File: config.mk
export PLATFORM = sky130hd
export DESIGN_NAME = branch_resolve_ctrl_flat
export DESIGN_NICKNAME = d
export VERILOG_FILES = /design/src/rtl/branch_ctrl_pkg.sv /design/src/rtl/branch_resolve_ctrl_if.sv /design/src/rtl/branch_hazard_detect.sv /design/src/rtl/branch_resolve_ctrl.sv /design/src/flat_wrapper.sv
export SDC_FILE = /design/constraint.sdc
export NUM_CORES = 1
export LEC_CHECK = 0
export CAP_MARGIN = 10
export CORE_ASPECT_RATIO = 1.1
export CORE_MARGIN = 8
export CORE_UTILIZATION = 45
export DETAILED_ROUTE_END_ITERATION = 10
export HOLD_SLACK_MARGIN = 0.02
export PLACE_DENSITY = 0.91
export SETUP_SLACK_MARGIN = 0.4
export SYNTH_ARGS = -nofsm -noshare
export SYNTH_HDL_FRONTEND = slang
export SYNTH_SLANG_ARGS = --single-unit
File: constraint.sdc
create_clock -name Clock -period 9.8 [get_ports Clock]
set_clock_uncertainty 0.05 [all_clocks]
set_input_delay 1.96 -clock Clock [delete_from_list [all_inputs] [get_ports Clock]]
set_output_delay 1.96 -clock Clock [all_outputs]
set_load 0.02 [all_outputs]
File: src/rtl/branch_ctrl_pkg.sv
// Shared types for the ID-stage branch resolve sequencer: comparator op
// encodings, FSM state enum and the hazard wait-count type.
package branch_ctrl_pkg;

  localparam logic [2:0] OP_BEQ  = 3'b000;
  localparam logic [2:0] OP_BGEZ = 3'b001;
  localparam logic [2:0] OP_BGTZ = 3'b010;
  localparam logic [2:0] OP_BLEZ = 3'b011;
  localparam logic [2:0] OP_BLTZ = 3'b100;
  localparam logic [2:0] OP_BNE  = 3'b101;

  typedef enum logic [1:0] {
    IDLE     = 2'd0,
    WAIT     = 2'd1,
    EVAL     = 2'd2,
    REDIRECT = 2'd3
  } state_e;

  typedef logic [1:0] wait_cnt_t;

  // Ops 110/111 have no comparator meaning and never resolve taken.
  function automatic logic op_is_legal(input logic [2:0] op);
    return op <= OP_BNE;
  endfunction

  // Rt is only compared for the two-register branches.
  function automatic logic op_uses_rt(input logic [2:0] op);
    return (op == OP_BEQ) || (op == OP_BNE);
  endfunction

endpackage

File: src/rtl/branch_resolve_ctrl_if.sv
// Bus between the ID decoder / hazard path / comparator / PC mux and the
// branch resolve sequencer.
interface branch_resolve_ctrl_if #(parameter int WIDTH = 32);
  logic             BranchValid;
  logic [2:0]       BranchOp;
  logic [4:0]       RsAddr;
  logic [4:0]       RtAddr;
  logic [WIDTH-1:0] Target;
  logic             ExRegWrite;
  logic             ExMemRead;
  logic [4:0]       ExDest;
  logic             MemRegWrite;
  logic             MemMemRead;
  logic [4:0]       MemDest;
  logic             CmpResult;
  logic [2:0]       CmpControl;
  logic             Stall;
  logic             Redirect;
  logic [WIDTH-1:0] RedirectPC;
  logic             Flush;
  logic [31:0]      BranchCount;
  logic [31:0]      TakenCount;

  modport master (
    output BranchValid, BranchOp, RsAddr, RtAddr, Target,
           ExRegWrite, ExMemRead, ExDest, MemRegWrite, MemMemRead, MemDest,
           CmpResult,
    input  CmpControl, Stall, Redirect, RedirectPC, Flush,
           BranchCount, TakenCount
  );

  modport slave (
    input  BranchValid, BranchOp, RsAddr, RtAddr, Target,
           ExRegWrite, ExMemRead, ExDest, MemRegWrite, MemMemRead, MemDest,
           CmpResult,
    output CmpControl, Stall, Redirect, RedirectPC, Flush,
           BranchCount, TakenCount
  );
endinterface

File: src/rtl/branch_hazard_detect.sv
// Combinational hazard wait count for a branch in ID: the number of cycles
// its sources still need from EX/MEM (max over used sources).
module branch_hazard_detect
  import branch_ctrl_pkg::*;
(
  input  logic [2:0] branch_op,
  input  logic [4:0] rs_addr,
  input  logic [4:0] rt_addr,
  input  logic       ex_reg_write,
  input  logic       ex_mem_read,
  input  logic [4:0] ex_dest,
  input  logic       mem_reg_write,
  input  logic       mem_mem_read,
  input  logic [4:0] mem_dest,
  output wait_cnt_t  wait_cnt
);

  function automatic wait_cnt_t src_wait(input logic [4:0] src);
    if (src == 5'd0)                                             return 2'd0;
    if (ex_reg_write && ex_mem_read && (ex_dest == src))         return 2'd2;
    if (ex_reg_write && (ex_dest == src))                        return 2'd1;
    if (mem_reg_write && mem_mem_read && (mem_dest == src))      return 2'd1;
    return 2'd0;
  endfunction

  // Max of the per-source waits; illegal ops never stall.
  always_comb begin
    wait_cnt_t rs_w;
    wait_cnt_t rt_w;
    rs_w     = src_wait(rs_addr);
    rt_w     = op_uses_rt(branch_op) ? src_wait(rt_addr) : 2'd0;
    wait_cnt = '0;
    if (op_is_legal(branch_op)) wait_cnt = (rs_w > rt_w) ? rs_w : rt_w;
  end

endmodule

File: src/rtl/branch_resolve_ctrl.sv
// ID-stage branch resolve sequencer: stalls on EX/MEM source hazards, drives
// the comparator, and issues a one-cycle redirect/flush for taken branches.
// Optional statistics counters are built when BRANCH_STATS_EN is defined.
module branch_resolve_ctrl
  import branch_ctrl_pkg::*;
#(
  parameter int WIDTH = 32
) (
  input  logic                 Clock,
  input  logic                 Reset,
  branch_resolve_ctrl_if.slave bus
);

  state_e           state_q, state_d;
  wait_cnt_t        wait_cnt_q, wait_cnt_d;
  logic [2:0]       op_q, op_d;
  logic [WIDTH-1:0] target_q, target_d;
  logic             redirect_q, redirect_d;
  logic [WIDTH-1:0] redirect_pc_q, redirect_pc_d;
  logic             stall;
  logic [2:0]       cmp_ctrl;
  wait_cnt_t        hz_wait;

  branch_hazard_detect u_hazard (
    .branch_op     (bus.BranchOp),
    .rs_addr       (bus.RsAddr),
    .rt_addr       (bus.RtAddr),
    .ex_reg_write  (bus.ExRegWrite),
    .ex_mem_read   (bus.ExMemRead),
    .ex_dest       (bus.ExDest),
    .mem_reg_write (bus.MemRegWrite),
    .mem_mem_read  (bus.MemMemRead),
    .mem_dest      (bus.MemDest),
    .wait_cnt      (hz_wait)
  );

  // Next-state, latched branch context and combinational stall/control.
  always_comb begin
    state_d       = state_q;
    wait_cnt_d    = wait_cnt_q;
    op_d          = op_q;
    target_d      = target_q;
    redirect_d    = 1'b0;
    redirect_pc_d = '0;
    stall         = 1'b0;
    cmp_ctrl      = 3'b000;
    unique case (state_q)
      IDLE: begin
        cmp_ctrl = bus.BranchOp;
        if (bus.BranchValid) begin
          if (hz_wait != 2'd0) begin
            // The IDLE cycle is itself the first stall cycle, so WAIT only
            // covers the remaining hazard cycles (none for a 1-cycle hazard).
            stall    = 1'b1;
            op_d     = bus.BranchOp;
            target_d = bus.Target;
            if (hz_wait == 2'd1) begin
              wait_cnt_d = '0;
              state_d    = EVAL;
            end else begin
              wait_cnt_d = hz_wait - 2'd1;
              state_d    = WAIT;
            end
          end else if (bus.CmpResult && op_is_legal(bus.BranchOp)) begin
            target_d      = bus.Target;
            redirect_d    = 1'b1;
            redirect_pc_d = bus.Target;
            state_d       = REDIRECT;
          end
        end
      end
      WAIT: begin
        stall      = 1'b1;
        cmp_ctrl   = op_q;
        wait_cnt_d = wait_cnt_q - 2'd1;
        if (wait_cnt_q == 2'd1) state_d = EVAL;
      end
      EVAL: begin
        cmp_ctrl = op_q;
        if (bus.CmpResult && op_is_legal(op_q)) begin
          redirect_d    = 1'b1;
          redirect_pc_d = target_q;
          state_d       = REDIRECT;
        end else begin
          state_d = IDLE;
        end
      end
      REDIRECT: state_d = IDLE;
      default:  state_d = IDLE;
    endcase
  end

  // State and registered redirect outputs.
  always_ff @(posedge Clock) begin
    if (Reset) begin
      state_q       <= IDLE;
      wait_cnt_q    <= '0;
      op_q          <= '0;
      target_q      <= '0;
      redirect_q    <= 1'b0;
      redirect_pc_q <= '0;
    end else begin
      state_q       <= state_d;
      wait_cnt_q    <= wait_cnt_d;
      op_q          <= op_d;
      target_q      <= target_d;
      redirect_q    <= redirect_d;
      redirect_pc_q <= redirect_pc_d;
    end
  end

  assign bus.CmpControl = cmp_ctrl;
  assign bus.Stall      = stall;
  assign bus.Redirect   = redirect_q;
  assign bus.Flush      = redirect_q;
  assign bus.RedirectPC = redirect_pc_q;

`ifdef BRANCH_STATS_EN
  logic [31:0] branch_count_q, branch_count_d;
  logic [31:0] taken_count_q, taken_count_d;
  logic        resolved;

  // Saturating per-branch and per-taken counters.
  always_comb begin
    resolved       = ((state_q == IDLE) && bus.BranchValid && (hz_wait == 2'd0))
                     || (state_q == EVAL);
    branch_count_d = branch_count_q;
    taken_count_d  = taken_count_q;
    if (resolved && (branch_count_q != '1)) branch_count_d = branch_count_q + 32'd1;
    if (redirect_d && (taken_count_q != '1)) taken_count_d = taken_count_q + 32'd1;
  end

  // Counter registers.
  always_ff @(posedge Clock) begin
    if (Reset) begin
      branch_count_q <= '0;
      taken_count_q  <= '0;
    end else begin
      branch_count_q <= branch_count_d;
      taken_count_q  <= taken_count_d;
    end
  end

  assign bus.BranchCount = branch_count_q;
  assign bus.TakenCount  = taken_count_q;
`else
  assign bus.BranchCount = '0;
  assign bus.TakenCount  = '0;
`endif

endmodule
File: src/flat_wrapper.sv
// flat-port wrapper written by rule: the top's interface ports become plain ports
module branch_resolve_ctrl_flat import branch_ctrl_pkg::*;
#(
  parameter int WIDTH = 32
)
  (Clock, Reset, bus_BranchValid, bus_BranchOp, bus_RsAddr, bus_RtAddr, bus_Target, bus_ExRegWrite, bus_ExMemRead, bus_ExDest, bus_MemRegWrite, bus_MemMemRead, bus_MemDest, bus_CmpResult, bus_CmpControl, bus_Stall, bus_Redirect, bus_RedirectPC, bus_Flush, bus_BranchCount, bus_TakenCount);
  branch_resolve_ctrl_if #(.WIDTH(WIDTH)) bus_i ();
  input  logic Clock;
  input  logic Reset;
  input wire logic [$bits(bus_i.BranchValid)-1:0] bus_BranchValid;
  input wire logic [$bits(bus_i.BranchOp)-1:0] bus_BranchOp;
  input wire logic [$bits(bus_i.RsAddr)-1:0] bus_RsAddr;
  input wire logic [$bits(bus_i.RtAddr)-1:0] bus_RtAddr;
  input wire logic [$bits(bus_i.Target)-1:0] bus_Target;
  input wire logic [$bits(bus_i.ExRegWrite)-1:0] bus_ExRegWrite;
  input wire logic [$bits(bus_i.ExMemRead)-1:0] bus_ExMemRead;
  input wire logic [$bits(bus_i.ExDest)-1:0] bus_ExDest;
  input wire logic [$bits(bus_i.MemRegWrite)-1:0] bus_MemRegWrite;
  input wire logic [$bits(bus_i.MemMemRead)-1:0] bus_MemMemRead;
  input wire logic [$bits(bus_i.MemDest)-1:0] bus_MemDest;
  input wire logic [$bits(bus_i.CmpResult)-1:0] bus_CmpResult;
  output wire logic [$bits(bus_i.CmpControl)-1:0] bus_CmpControl;
  output wire logic [$bits(bus_i.Stall)-1:0] bus_Stall;
  output wire logic [$bits(bus_i.Redirect)-1:0] bus_Redirect;
  output wire logic [$bits(bus_i.RedirectPC)-1:0] bus_RedirectPC;
  output wire logic [$bits(bus_i.Flush)-1:0] bus_Flush;
  output wire logic [$bits(bus_i.BranchCount)-1:0] bus_BranchCount;
  output wire logic [$bits(bus_i.TakenCount)-1:0] bus_TakenCount;
  assign bus_i.BranchValid = bus_BranchValid;
  assign bus_i.BranchOp = bus_BranchOp;
  assign bus_i.RsAddr = bus_RsAddr;
  assign bus_i.RtAddr = bus_RtAddr;
  assign bus_i.Target = bus_Target;
  assign bus_i.ExRegWrite = bus_ExRegWrite;
  assign bus_i.ExMemRead = bus_ExMemRead;
  assign bus_i.ExDest = bus_ExDest;
  assign bus_i.MemRegWrite = bus_MemRegWrite;
  assign bus_i.MemMemRead = bus_MemMemRead;
  assign bus_i.MemDest = bus_MemDest;
  assign bus_i.CmpResult = bus_CmpResult;
  assign bus_CmpControl = bus_i.CmpControl;
  assign bus_Stall = bus_i.Stall;
  assign bus_Redirect = bus_i.Redirect;
  assign bus_RedirectPC = bus_i.RedirectPC;
  assign bus_Flush = bus_i.Flush;
  assign bus_BranchCount = bus_i.BranchCount;
  assign bus_TakenCount = bus_i.TakenCount;
  branch_resolve_ctrl #(.WIDTH(WIDTH)) u_core (.Clock(Clock), .Reset(Reset), .bus(bus_i));
endmodule
==> results of run 1 <==
-- final cells by class --
cell class,count,area share (%)
Clock inverter,3,0.9336
Timing Repair Buffer,103,21.82
Tap cell,108,2.881
Inverter,10,0.8002
Clock buffer,11,3.014
Sequential cell,72,30.73
Multi-Input combinational cell,341,39.82
-- worst max-delay path: cells and delay by family --
family,cells,cell delay (ns)
buffers and inverters,2,1.10
AOI/OAI and AO/OA,3,0.41
and+or+nand+nor,7,1.74
xor gates and xnor gates,1,0.20
adders and majority gates,2,0.49
-- worst paths after layout --
| path | start | endpoint | slack (ns) | cells past startpoint |
|---|---|---|---|---|
| worst max-delay path | bus_RsAddr[2] | bus_Stall | 1.88 | 15 |
| worst max register to register | u_core.state_q[1]$_SDFFE_PP0P_ | u_core.bus.RedirectPC[12]$_SDFF_PP0_ | 7.39 | 5 |
| worst min register to register | u_core.target_q[30]$_SDFFE_PP0P_ | u_core.target_q[30]$_SDFFE_PP0P_ | 0.41 | 2 |
| worst min-delay path | u_core.target_q[30]$_SDFFE_PP0P_ | u_core.target_q[30]$_SDFFE_PP0P_ | 0.41 | 2 |
-- cell families after synthesis --
family	count (synthesis)	share of synthesized area, %
AO/OA/AOI/OAI	90	16.41
XOR/XNOR	21	4.973
adder cells (fa/ha/maj)	11	3.721
buffers and inverters	99	17.08
flip-flops	72	38.97
multiplexers	5	1.353
other	1	0.1014
AND/OR/NAND/NOR	150	17.39
-- cells in the final DEF, fill, tap and decap left out, types with 2 or more instances in the layout --
| cell type | instances |
|---|---|
| clkbuf_8 | 10 |
| nand3_1 | 4 |
| nor3_2 | 2 |
| a21oi_1 | 35 |
| clkdlybuf4s50_1 | 100 |
| inv_1 | 10 |
| buf_4 | 3 |
| a211oi_2 | 2 |
| xor2_1 | 9 |
| o21a_1 | 2 |
| a31oi_1 | 2 |
| xnor2_1 | 12 |
| dfxtp_1 | 72 |
| and3_1 | 4 |
| nor3_1 | 4 |
| nor3b_1 | 2 |
| ha_1 | 11 |
| a21boi_1 | 2 |
| mux2i_1 | 5 |
| nor2_1 | 48 |
| conb_1 | 64 |
| a22oi_1 | 35 |
| nand4_1 | 3 |
| nand2_1 | 72 |
-- where the power goes --
part	switching (mW)	leakage, nW	internal [mW]
clock	0.102	0.0952	0.122
combinational	0.170	1.15	0.104
sequential	0.0129	0.584	0.318
-- sequential cells by signal (all words and copies together) (netlist names) --
| name | count |
|---|---|
| u_core.target_q | 32 |
| u_core.bus.RedirectPC | 32 |
| u_core.wait_cnt_q | 2 |
| u_core.op_q | 3 |
| u_core.state_q | 2 |
| u_core.bus.Flush | 1 |
-- metrics by stage --
| step | instances | total power [mW] |
|---|---|---|
| 3_3_place_gp | 634 | 0.5990 |
| 4_1_cts | 648 | 0.8336 |
| 2_1_floorplan | 512 | 0.5331 |
| 5_1_grt | 648 | 0.8756 |
| 3_5_place_dp | 634 | 0.6101 |
| 6_report | 648 | 0.8283 |
-- metal layers --
| metal | global-route usage, % | wire [um] |
|---|---|---|
| met4 | 5.784 | 207 |
| met5 | 0 | 0 |
| met1 | 17.13 | 3772 |
| met2 | 28.84 | 4830 |
| met3 | 5.716 | 775 |
==> impl_results.md, run 1 <==
* Status: finished, final reports clean
* Design area at around 0.0047 mm2
* Cell Area, Synth at 0.003699 mm2
* Number of global-route vias before repair at roughly 3300
* TritonRoute pass-1 iters at 4
* EDFF count, synth at 0
* Relative slew slack at between 15 and 20%
* Gr usage total at 16.32%
* Worst min path class: reg -> reg
* WS Path Type: in -> out
* TNS Setup at 0 ns
* Footprint of the multi-input gates at around 0.0019 mm2
* Setup ws final at between 1.5 and 2 ns
* Dpl hpwl at between 7000 and 8000 um
* Worst Path Arrival at about 5.9 ns
* Initial Util at a little under half
* Routed wire length at 9586 um
* DRC viols at 0
* Req. time, crit path at slightly below 8 ns
* Avg WL per Cell at around 15 um
* DIE WIDTH at 102.4 um
* Row count at 34
* # IOs at 165
* Core Region at around 0.0080 mm2
* P&R area growth vs syn at 26.83%
* DR vias at approximately 3200
* Layout fillers at between 600 and 700
* Max-slew violation count at 0
* CTS H-tree depth at 3
* RSZ-0062 raised after global routing: false
* Worst-path clk slew at ~0.060 ns
* Clk_lat worst skew at 0.33 ns
* Setup violators final at 0
* Clk sinks at 72
* Vias per inst at 4.917
* Layout cell share with drive strength beyond 1 at 4.815%
* Post-layout minimum cycle time at between 7 and 8 ns
* Asr flop ratio synth at 0%
* CP Capture Type: output port
* Least-Margin Pin Slew at around 1.2 ns
* Register area share after synthesis at between 30% and 40%
* Power density over the cells at between 150 and 200 mW/mm2
* Seq. cell area at approximately 0.0014 mm2
* GP Congestion at ~0.85
* Dominant cell type by area after synthesis: dfxtp_1
* Pre-CTS setup slack at about 1.9 ns
* CTS tree: yes
* Synth Instances at 449
* Count of cell types in the netlist at between 40 and 50
* Pleak at roughly 1.8 nW
* Post_cts resized at 0
* Post-CTS Setup Bufs at 0
* Remaining antenna violation count after routing at 0
* Slowest CP cell: clkdlybuf4s50_1
* Mapped Avg Cell Area at roughly 8.2 um2
* Synth area leaders: dfxtp_1 (39%), buf_4 (13%), nand2_1 (7.3%)
* Crit-path max cell delay at a little over 0.6 ns
* Num CTS Buffers at 9
* First-pass GRT wire length at between 15000 and 20000 um
* Worst path cell trace: clkdlybuf4s50_1, xor2_1, nor3_2, and2_1, and3_1, ha_1, nor2b_1, o21ai_0, a31oi_1, a21boi_1, or3_1, ha_1, nand3b_1, nand2_1, clkdlybuf4s50_1
* Synth warnings at 0
* Die Y-Extent at 111.1 um
* CTS max path bufs at 2
* Max_cap viols at 0
* CP startpoint kind: primary input
* Count of input and output buffers at 100
* WHS at ~0.4 ns
* Cts hold-fix bufs at 0
* Most common library cells after synthesis: dfxtp_1 (72), nand2_1 (72), buf_4 (65), nor2_1 (49)
* Die area at 0.01138 mm2
* Root buffer cell: clkbuf_8
* #FFs+latches synth at about 70
* Initial antenna violation count at 0
* Initial DRC count at ~150
* Grt total ovfl at 0
* Maximum vdd ir drop at around 110 uV
* Synth top area share at 38.97%
* Largest fanout on the critical path at 12
* Fin util at about three fifths
* Fin nets at ~610
* Largest net degree at the start of global routing at between 40 and 50
* Post-DP Area at ~0.0045 mm2
* Final-report hold violation count at 0
* N_diodes at 0
* Dominant synthesized flop cell: dfxtp_1
* Fmax at 0.1263 GHz
* Crit share post-route at approximately four fifths
No activity file was read; power rests on OpenSTA's default activity.
==> run 2: changes to the inputs <==
--- a/config.mk
+++ b/config.mk
@@ -8,10 +8,10 @@
 export CAP_MARGIN = 10
 export CORE_ASPECT_RATIO = 1.1
 export CORE_MARGIN = 8
-export CORE_UTILIZATION = 45
+export CORE_UTILIZATION = 42
 export DETAILED_ROUTE_END_ITERATION = 10
 export HOLD_SLACK_MARGIN = 0.02
-export PLACE_DENSITY = 0.91
+export PLACE_DENSITY = 0.86
 export SETUP_SLACK_MARGIN = 0.4
 export SYNTH_ARGS = -nofsm -noshare
 export SYNTH_HDL_FRONTEND = slang
==> constraint.sdc (replaced) <==
create_clock -name Clock -period 7.67 [get_ports Clock]
set_clock_uncertainty 0.05 [all_clocks]
set_input_delay 1.534 -clock Clock [delete_from_list [all_inputs] [get_ports Clock]]
set_output_delay 1.534 -clock Clock [all_outputs]
set_load 0.02 [all_outputs]
==> run 2 against run 1 <==
Effect of this change:
- clock power grew 21%
- first-iteration DRC count grew 11%
- cell area grew 1.7%
==> impl_results.md, run 2 (synthesis gave the netlist of run 1 again) <==
* Footprint of the multi-input gates at 0.001868 mm2 (unchanged)
* CP Capture Type: output port (unchanged)
* Setup violators final at 0 (unchanged)
* Least-Margin Pin Slew at 1.103 ns (was 1.238 ns)
* N_diodes at 0 (unchanged)
* Root buffer cell: clkbuf_8 (unchanged)
* Worst Path Arrival at 5.34 ns (was 5.91 ns)
* Row count at 36 (was 34)
* R2R cell count at 6 (was 5)
* Largest net degree at the start of global routing at 41 (unchanged)
* Most common cell after layout, fill and taps aside: clkdlybuf4s50_1 (unchanged)
* Avg WL per Cell at 14.18 um (was 14.79 um)
* TritonRoute pass-1 iters at 4 (unchanged)
* Slowest CP cell: clkdlybuf4s50_1 (unchanged)
* Max-slew violation count at 0 (unchanged)
* Seq. cell area at 0.001441 mm2 (unchanged)
* Max_cap viols at 0 (unchanged)
* Relative slew slack at 26.49% (was 17.45%)
* Worst-path clk slew at 0.07 ns (was 0.06 ns)
* Pleak at 1.866 nW (was 1.833 nW)
* Gr usage total at 15.08% (was 16.32%)
* Post-Layout Cell Count at 661 (was 648)
* DR vias at 3181 (was 3186)
* Worst Hold Path Cells at 2 (unchanged)
* TNS Setup at 0 ns (unchanged)
* Post-CTS Setup Bufs at 0 (unchanged)
* Status: finished, final reports clean (unchanged)
* Initial antenna violation count at 0 (unchanged)
* DIE WIDTH at 105.5 um (was 102.4 um)
* RR Endpoint: u_core.target_q[7]$_SDFFE_PP0P_ (was u_core.bus.RedirectPC[12]$_SDFF_PP0_)
* RSZ-0062 raised after global routing: false (unchanged)
* Layout cell share with drive strength beyond 1 at 6.216% (was 4.815%)
* WP buf/inv at 2 (unchanged)
* First-pass GRT wire length at 15190 um (was 15170 um)
* P&R area growth vs syn at 29.03% (was 26.83%)
* Remaining antenna violation count after routing at 0 (unchanged)
* Die area at 0.01207 mm2 (was 0.01138 mm2)
* Fmax at around 0.14 GHz
* Post-layout minimum cycle time at roughly 7 ns
* Placed cells at 640 (was 634)
* Grt total ovfl at 0 (unchanged)
* Hold Path Origin: u_core.target_q[29]$_SDFFE_PP0P_ (was u_core.target_q[30]$_SDFFE_PP0P_)
* GP Congestion at 0.8514 (was 0.8504)
* CTS max path bufs at 2 (unchanged)
* Most frequent cells in the layout: clkdlybuf4s50_1 (100), nand2_1 (72), dfxtp_1 (72), conb_1 (64), nor2_1 (48) (unchanged)
* Die Y-Extent at 114.4 um (was 111.1 um)
* Routed wire length at 9375 um (was 9586 um)
* Final-report hold violation count at 0 (unchanged)
* Fin nets at 616 (was 611)
* Pre-CTS setup slack at 0.5883 ns (was 1.884 ns)
* Vias per inst at 4.812 (was 4.917)
* # IOs at 165 (unchanged)
* Post_cts resized at 0 (unchanged)
* Power density over the cells at 221.4 mW/mm2 (was 176.6 mW/mm2)
* Worst min path class: reg -> reg (unchanged)
* Num CTS Buffers at 9 (unchanged)
* Design area at 0.004772 mm2 (was 0.004691 mm2)
* CP startpoint kind: primary input (unchanged)
* Critical path depth at 15 (unchanged)
* Hold Crit Endpoint: u_core.target_q[29]$_SDFFE_PP0P_ (was u_core.target_q[30]$_SDFFE_PP0P_)
* Crit-path max cell delay at 0.61 ns (was 0.62 ns)
* Crit-path leading delay family: simple AND/OR/NAND/NOR gates (unchanged)
* Worst path cell trace: clkdlybuf4s50_1, xor2_1, nor3_2, and2_1, and3_1, ha_1, nor2b_1, o21ai_0, a31oi_1, a21boi_1, or3_1, ha_1, nand3b_1, nand2_1, clkdlybuf4s50_1 (unchanged)
* Core Region at 0.008693 mm2 (was 0.007955 mm2)
* Fin util at 54.89% (was 58.97%)
* DRC viols at 0 (unchanged)
* Setup ws final at 0.7419 ns (was 1.880 ns)
* Crit share post-route at about nine tenths
* RR Startpoint: u_core.state_q[0]$_SDFFE_PP0P_ (was u_core.state_q[1]$_SDFFE_PP0P_)
* Req. time, crit path at 6.09 ns (was 7.79 ns)
* Count of input and output buffers at 100 (unchanged)
* CTS tree: yes (unchanged)
* Initial DRC count at 166 (was 149)
* Number of global-route vias before repair at 3414 (was 3310)
* Post-DP Area at 0.004513 mm2 (was 0.004506 mm2)
* CTS H-tree depth at 3 (unchanged)
* Layout fillers at 823 (was 683)
* WS Path Type: in -> out (unchanged)
* Initial Util at 42.54% (was 46.49%)
* Maximum vdd ir drop at 121.3 uV (was 113.9 uV)
* Dpl hpwl at 7103 um (was 7437 um)
* Cts hold-fix bufs at 0 (unchanged)
* Flop2flop setup slack at 5.30 ns (was 7.39 ns)
* Largest fanout on the critical path at 6 (was 12)
* Clk_lat worst skew at 0.34 ns (was 0.33 ns)
* Clk sinks at 72 (unchanged)
## run 2: cell count changes in the layout (fill, tap and decap cells not counted)
cell and change:
buf_16 +2, buf_4 +3, bufinv_16 -1, clkbuf_1 -1
clkinv_2 +1, clkinv_4 +1, clkinvlp_4 +1, inv_6 +1
## run 2: power by group
group	switching, mW	total [mW]	internal [mW]
Sequential	0.0166	0.422	0.406
Clock	0.144	0.271	0.127
Combinational	0.220	0.363	0.143
Total	0.381	1.06	0.676
## run 2: metrics by stage
stage / hold slack [ns] / total power [mW]
3_3_place_gp: 0.3917 / 0.7646
4_1_cts: 0.4093 / 1.049
3_5_place_dp: 0.3971 / 0.7762
5_1_grt: 0.4284 / 1.117
6_report: 0.4078 / 1.057
2_1_floorplan: 0.3868 / 0.6811
## run 2: metal layers
layer | track usage, % | up-vias | wire length [um]
met5 | 0 | - | 0
met2 | 26.92 | 139 | 4649
met3 | 5.574 | 9 | 789
met4 | 5.238 | 0 | 83
li1 | - | 1558 | -
met1 | 15.90 | 1475 | 3853
## run 2: layout make-up
| type | instances | area share (%) |
|---|---|---|
| inverters | 10 | 0.7866 |
| clock inverters | 6 | 0.9177 |
| flip-flops and latches | 72 | 30.20 |
| clock buffers | 10 | 2.884 |
| repair buffers | 108 | 23.07 |
| multi-input cells | 341 | 39.15 |
| well taps | 114 | 2.989 |
## run 2: how the worst max path moves through the flow
stage | slack, ns | end | startpoint
global route | 0.53 | bus_Stall | bus_RtAddr[0]
global placement | 0.77 | bus_Stall | bus_RsAddr[2]
detailed placement | 0.59 | bus_Stall | bus_RtAddr[0]
finish | 0.74 | bus_Stall | bus_RsAddr[2]
floorplan | 2.02 | bus_Stall | bus_RsAddr[2]
CTS | 0.59 | bus_Stall | bus_RtAddr[0]
## run 2: worst register-to-register path, cell delays in order (launching register included)
cell	delay, ns
dfxtp_1	0.39
inv_1	0.08
ha_1	0.35
inv_1	0.21
or2_1	0.87
nand2_1	0.15
a21oi_1	0.20
==> run 3: changes to the inputs <==
--- a/config.mk
+++ b/config.mk
@@ -9,6 +9,7 @@
 export CORE_ASPECT_RATIO = 1.1
 export CORE_MARGIN = 8
 export CORE_UTILIZATION = 42
+export CTS_BUF_LIST = sky130_fd_sc_hd__clkbuf_8 sky130_fd_sc_hd__clkbuf_16
 export DETAILED_ROUTE_END_ITERATION = 10
 export HOLD_SLACK_MARGIN = 0.02
 export PLACE_DENSITY = 0.86
==> constraint.sdc (replaced) <==
create_clock -name Clock -period 7.9 [get_ports Clock]
set_clock_uncertainty 0.05 [all_clocks]
set_input_delay 1.58 -clock Clock [delete_from_list [all_inputs] [get_ports Clock]]
set_output_delay 1.58 -clock Clock [all_outputs]
set_load 0.02 [all_outputs]
==> run 3 against run 2 <==
Effect of this change:
- global-route usage down 0.11 points
- first-iteration DRC count fell by 18%
- routed wire length decreased by 1.3%
- cell area down 0.76%
- sequential cell count is the same
- largest cell class unchanged
- sequential power decreased by 3%
- critical path type unchanged
- setup slack lost 0.043 ns
- via count is 1.4% lower
==> impl_results.md, run 3 (synthesis gave the netlist of run 1 again) <==
* First-pass GRT wire length at 15010 um (was 15190 um)
* RR Startpoint: u_core.state_q[0]$_SDFFE_PP0P_ (unchanged)
* Vias per inst at 4.775 (was 4.812)
* Crit share post-route at 91.15%
* GP Congestion at 0.8594 (was 0.8514)
* Req. time, crit path at 6.27 ns (was 6.09 ns)
* P&R area growth vs syn at 28.04% (was 29.03%)
* Most common cell after layout, fill and taps aside: clkdlybuf4s50_1 (unchanged)
* Least-Margin Pin Slew at 1.197 ns (was 1.103 ns)
* R2R cell count at 5 (was 6)
* Internal power at 673.7 uW (was 675.6 uW)
* Pleak at 1.841 nW (was 1.866 nW)
* Comb pwr share at 33.1% (was 34.4%)
* Layout fillers at 751 (was 823)
* Design area at 0.004736 mm2 (was 0.004772 mm2)
* Largest fanout on the critical path at 12 (was 6)
* Slowest CP cell: clkdlybuf4s50_1 (unchanged)
* Row count at 36 (unchanged)
* Final-report hold violation count at 0 (unchanged)
* Clock Power Share at 27.3% (was 25.7%)
* Cts hold-fix bufs at 0 (unchanged)
* Worst-path clk slew at 0.07 ns (about the same)
* Worst Path Arrival at 5.57 ns (was 5.34 ns)
* CTS max path bufs at 2 (unchanged)
* Status: finished, final reports clean (unchanged)
* CTS tree: yes (unchanged)
* RR Endpoint: u_core.bus.RedirectPC[20]$_SDFF_PP0_ (was u_core.target_q[7]$_SDFFE_PP0P_)
* Fmax at ~0.14 GHz
* Root buffer cell: clkbuf_8 (unchanged)
* Hold Path Origin: u_core.target_q[16]$_SDFFE_PP0P_ (was u_core.target_q[29]$_SDFFE_PP0P_)
* WS Path Type: in -> out (unchanged)
* DRC viols at 0 (unchanged)
* Count of input and output buffers at 100 (unchanged)
* Post-DP Area at 0.004513 mm2 (unchanged)
* # IOs at 165 (unchanged)
* Initial antenna violation count at 0 (unchanged)
* Clk sinks at 72 (unchanged)
* Grt total ovfl at 0 (unchanged)
* Relative slew slack at 20.21% (was 26.49%)
* Max_cap viols at 0 (unchanged)
* Dpl hpwl at 7053 um (was 7103 um)
* Worst min path class: reg -> reg (unchanged)
* Post-CTS Setup Bufs at 0 (unchanged)
* TritonRoute pass-1 iters at 4 (unchanged)
* Gr usage total at 14.97% (was 15.08%)
* Maximum vdd ir drop at 111.3 uV (was 121.3 uV)
* CP Capture Type: output port (unchanged)
* Flop2flop setup slack at 5.52 ns (was 5.30 ns)
* RSZ-0062 raised after global routing: false (unchanged)
* Largest net degree at the start of global routing at 41 (unchanged)
* Crit-path max cell delay at 0.62 ns (was 0.61 ns)
* Routed wire length at 9249 um (was 9375 um)
* Clk_lat worst skew at 0.34 ns (about the same)
* Number of global-route vias before repair at 3275 (was 3414)
* Worst path cell trace: clkdlybuf4s50_1, xor2_1, nor3_2, and2_1, and3_1, ha_1, nor2b_1, o21ai_0, a31oi_1, a21boi_1, or3_1, ha_1, nand3b_1, nand2_1, clkdlybuf4s50_1 (unchanged)
* DR vias at 3137 (was 3181)
* Sequential share of power at 39.7% (was 40.0%)
* Power density over the cells at 218.5 mW/mm2 (was 221.4 mW/mm2)
* CTS H-tree depth at 3 (unchanged)
* Post_cts resized at 0 (unchanged)
* N_diodes at 0 (unchanged)
* Setup violators final at 0 (unchanged)
* Die area at 0.01207 mm2 (unchanged)
* TNS Setup at 0 ns (unchanged)
* Worst Hold Path Cells at 2 (unchanged)
* Most frequent cells in the layout: clkdlybuf4s50_1 (100), nand2_1 (72), dfxtp_1 (72), conb_1 (64), nor2_1 (48) (unchanged)
* Initial Util at 42.54% (unchanged)
* Post-layout minimum cycle time at 7.201 ns
* Die Y-Extent at 114.4 um (unchanged)
* DIE WIDTH at 105.5 um (unchanged)
* Sw Share at 34.89% (was 36.05%)
* Psw at 361.0 uW (was 380.9 uW)
* Layout cell share with drive strength beyond 1 at 5.525% (was 6.216%)
* Hold Crit Endpoint: u_core.target_q[16]$_SDFFE_PP0P_ (was u_core.target_q[29]$_SDFFE_PP0P_)
* Num CTS Buffers at 9 (unchanged)
* Max-slew violation count at 0 (unchanged)
* Fin nets at 612 (was 616)
* Core Region at 0.008693 mm2 (unchanged)
* CP startpoint kind: primary input (unchanged)
* Avg WL per Cell at 14.08 um (was 14.18 um)
* Initial DRC count at 136 (was 166)
* Remaining antenna violation count after routing at 0 (unchanged)
==> run 3: changes by cell type in the layout (fill, tap and decap cells not counted), sizes merged <==
cell      delta
buf          -4
bufinv       +1
clkbuf       -1
clkinv       -2
clkinvlp     +2
==> run 3: worst max-delay path by stage <==
stage                        from  cells past startpoint   endpoint  slack, ns
global route        bus_RsAddr[4]                     15  bus_Stall       0.48
finish              bus_RsAddr[4]                     15  bus_Stall       0.70
detailed placement  bus_RsAddr[2]                     15  bus_Stall       0.73
floorplan           bus_RsAddr[2]                     14  bus_Stall       2.16
global placement    bus_RsAddr[2]                     15  bus_Stall       0.91
CTS                 bus_RsAddr[2]                     15  bus_Stall       0.72
==> run 3: critical path: cells and delay by family <==
| family | cells | cell delay, ns |
|---|---|---|
| AND/OR/NAND/NOR | 7 | 1.73 |
| buffers and inverters | 2 | 1.10 |
| adder cells (fa/ha/maj) | 2 | 0.49 |
| AO/OA/AOI/OAI | 3 | 0.48 |
| XOR/XNOR | 1 | 0.22 |
==> run 3: per-stage QoR <==
stage	worst slack, ns	hold WS, ns	power (mW)	std cells	util, %
finish	0.6992	0.4084	1.035	657	54.48
global route	0.4839	0.4212	1.099	657	54.48
CTS	0.7172	0.4089	1.038	656	54.16
detailed placement	0.7324	0.3971	0.7520	640	51.91
global placement	0.9059	0.3918	0.7431	640	51.91
floorplan	2.160	0.3868	0.6613	512	-
==> run 3: power by group through the flow <==
stage          Clock (mW)  Combinational (mW)  Sequential (mW)
2_1_floorplan           0               0.235            0.427
3_3_place_gp            0               0.327            0.416
3_5_place_dp            0               0.334            0.418
4_1_cts             0.292               0.335            0.410
5_1_grt             0.309               0.377            0.413
6_report            0.282               0.342            0.410
==> run 3: per-layer routing <==
layer / track usage [%] / vias up / routed length (um) / share of wire, %
li1: - / 1546 / - / -
met5: 0 / - / 0 / 0
met1: 16.82 / 1443 / 3953 / 43
met4: 5.810 / 0 / 109 / 1.2
met2: 25.16 / 134 / 4495 / 49
met3: 5.518 / 14 / 691 / 7.5
==> run 3: layout make-up <==
cell class / instances / area (um2) / area share, %
Clock buffer: 9 / 123.9 / 2.616
Inverter: 10 / 37.54 / 0.7926
Multi-Input combinational cell: 341 / 1868 / 39.45
Timing Repair Buffer: 104 / 1051 / 22.19
Sequential cell: 72 / 1441 / 30.44
Clock inverter: 7 / 71.32 / 1.506
Tap cell: 114 / 142.6 / 3.012
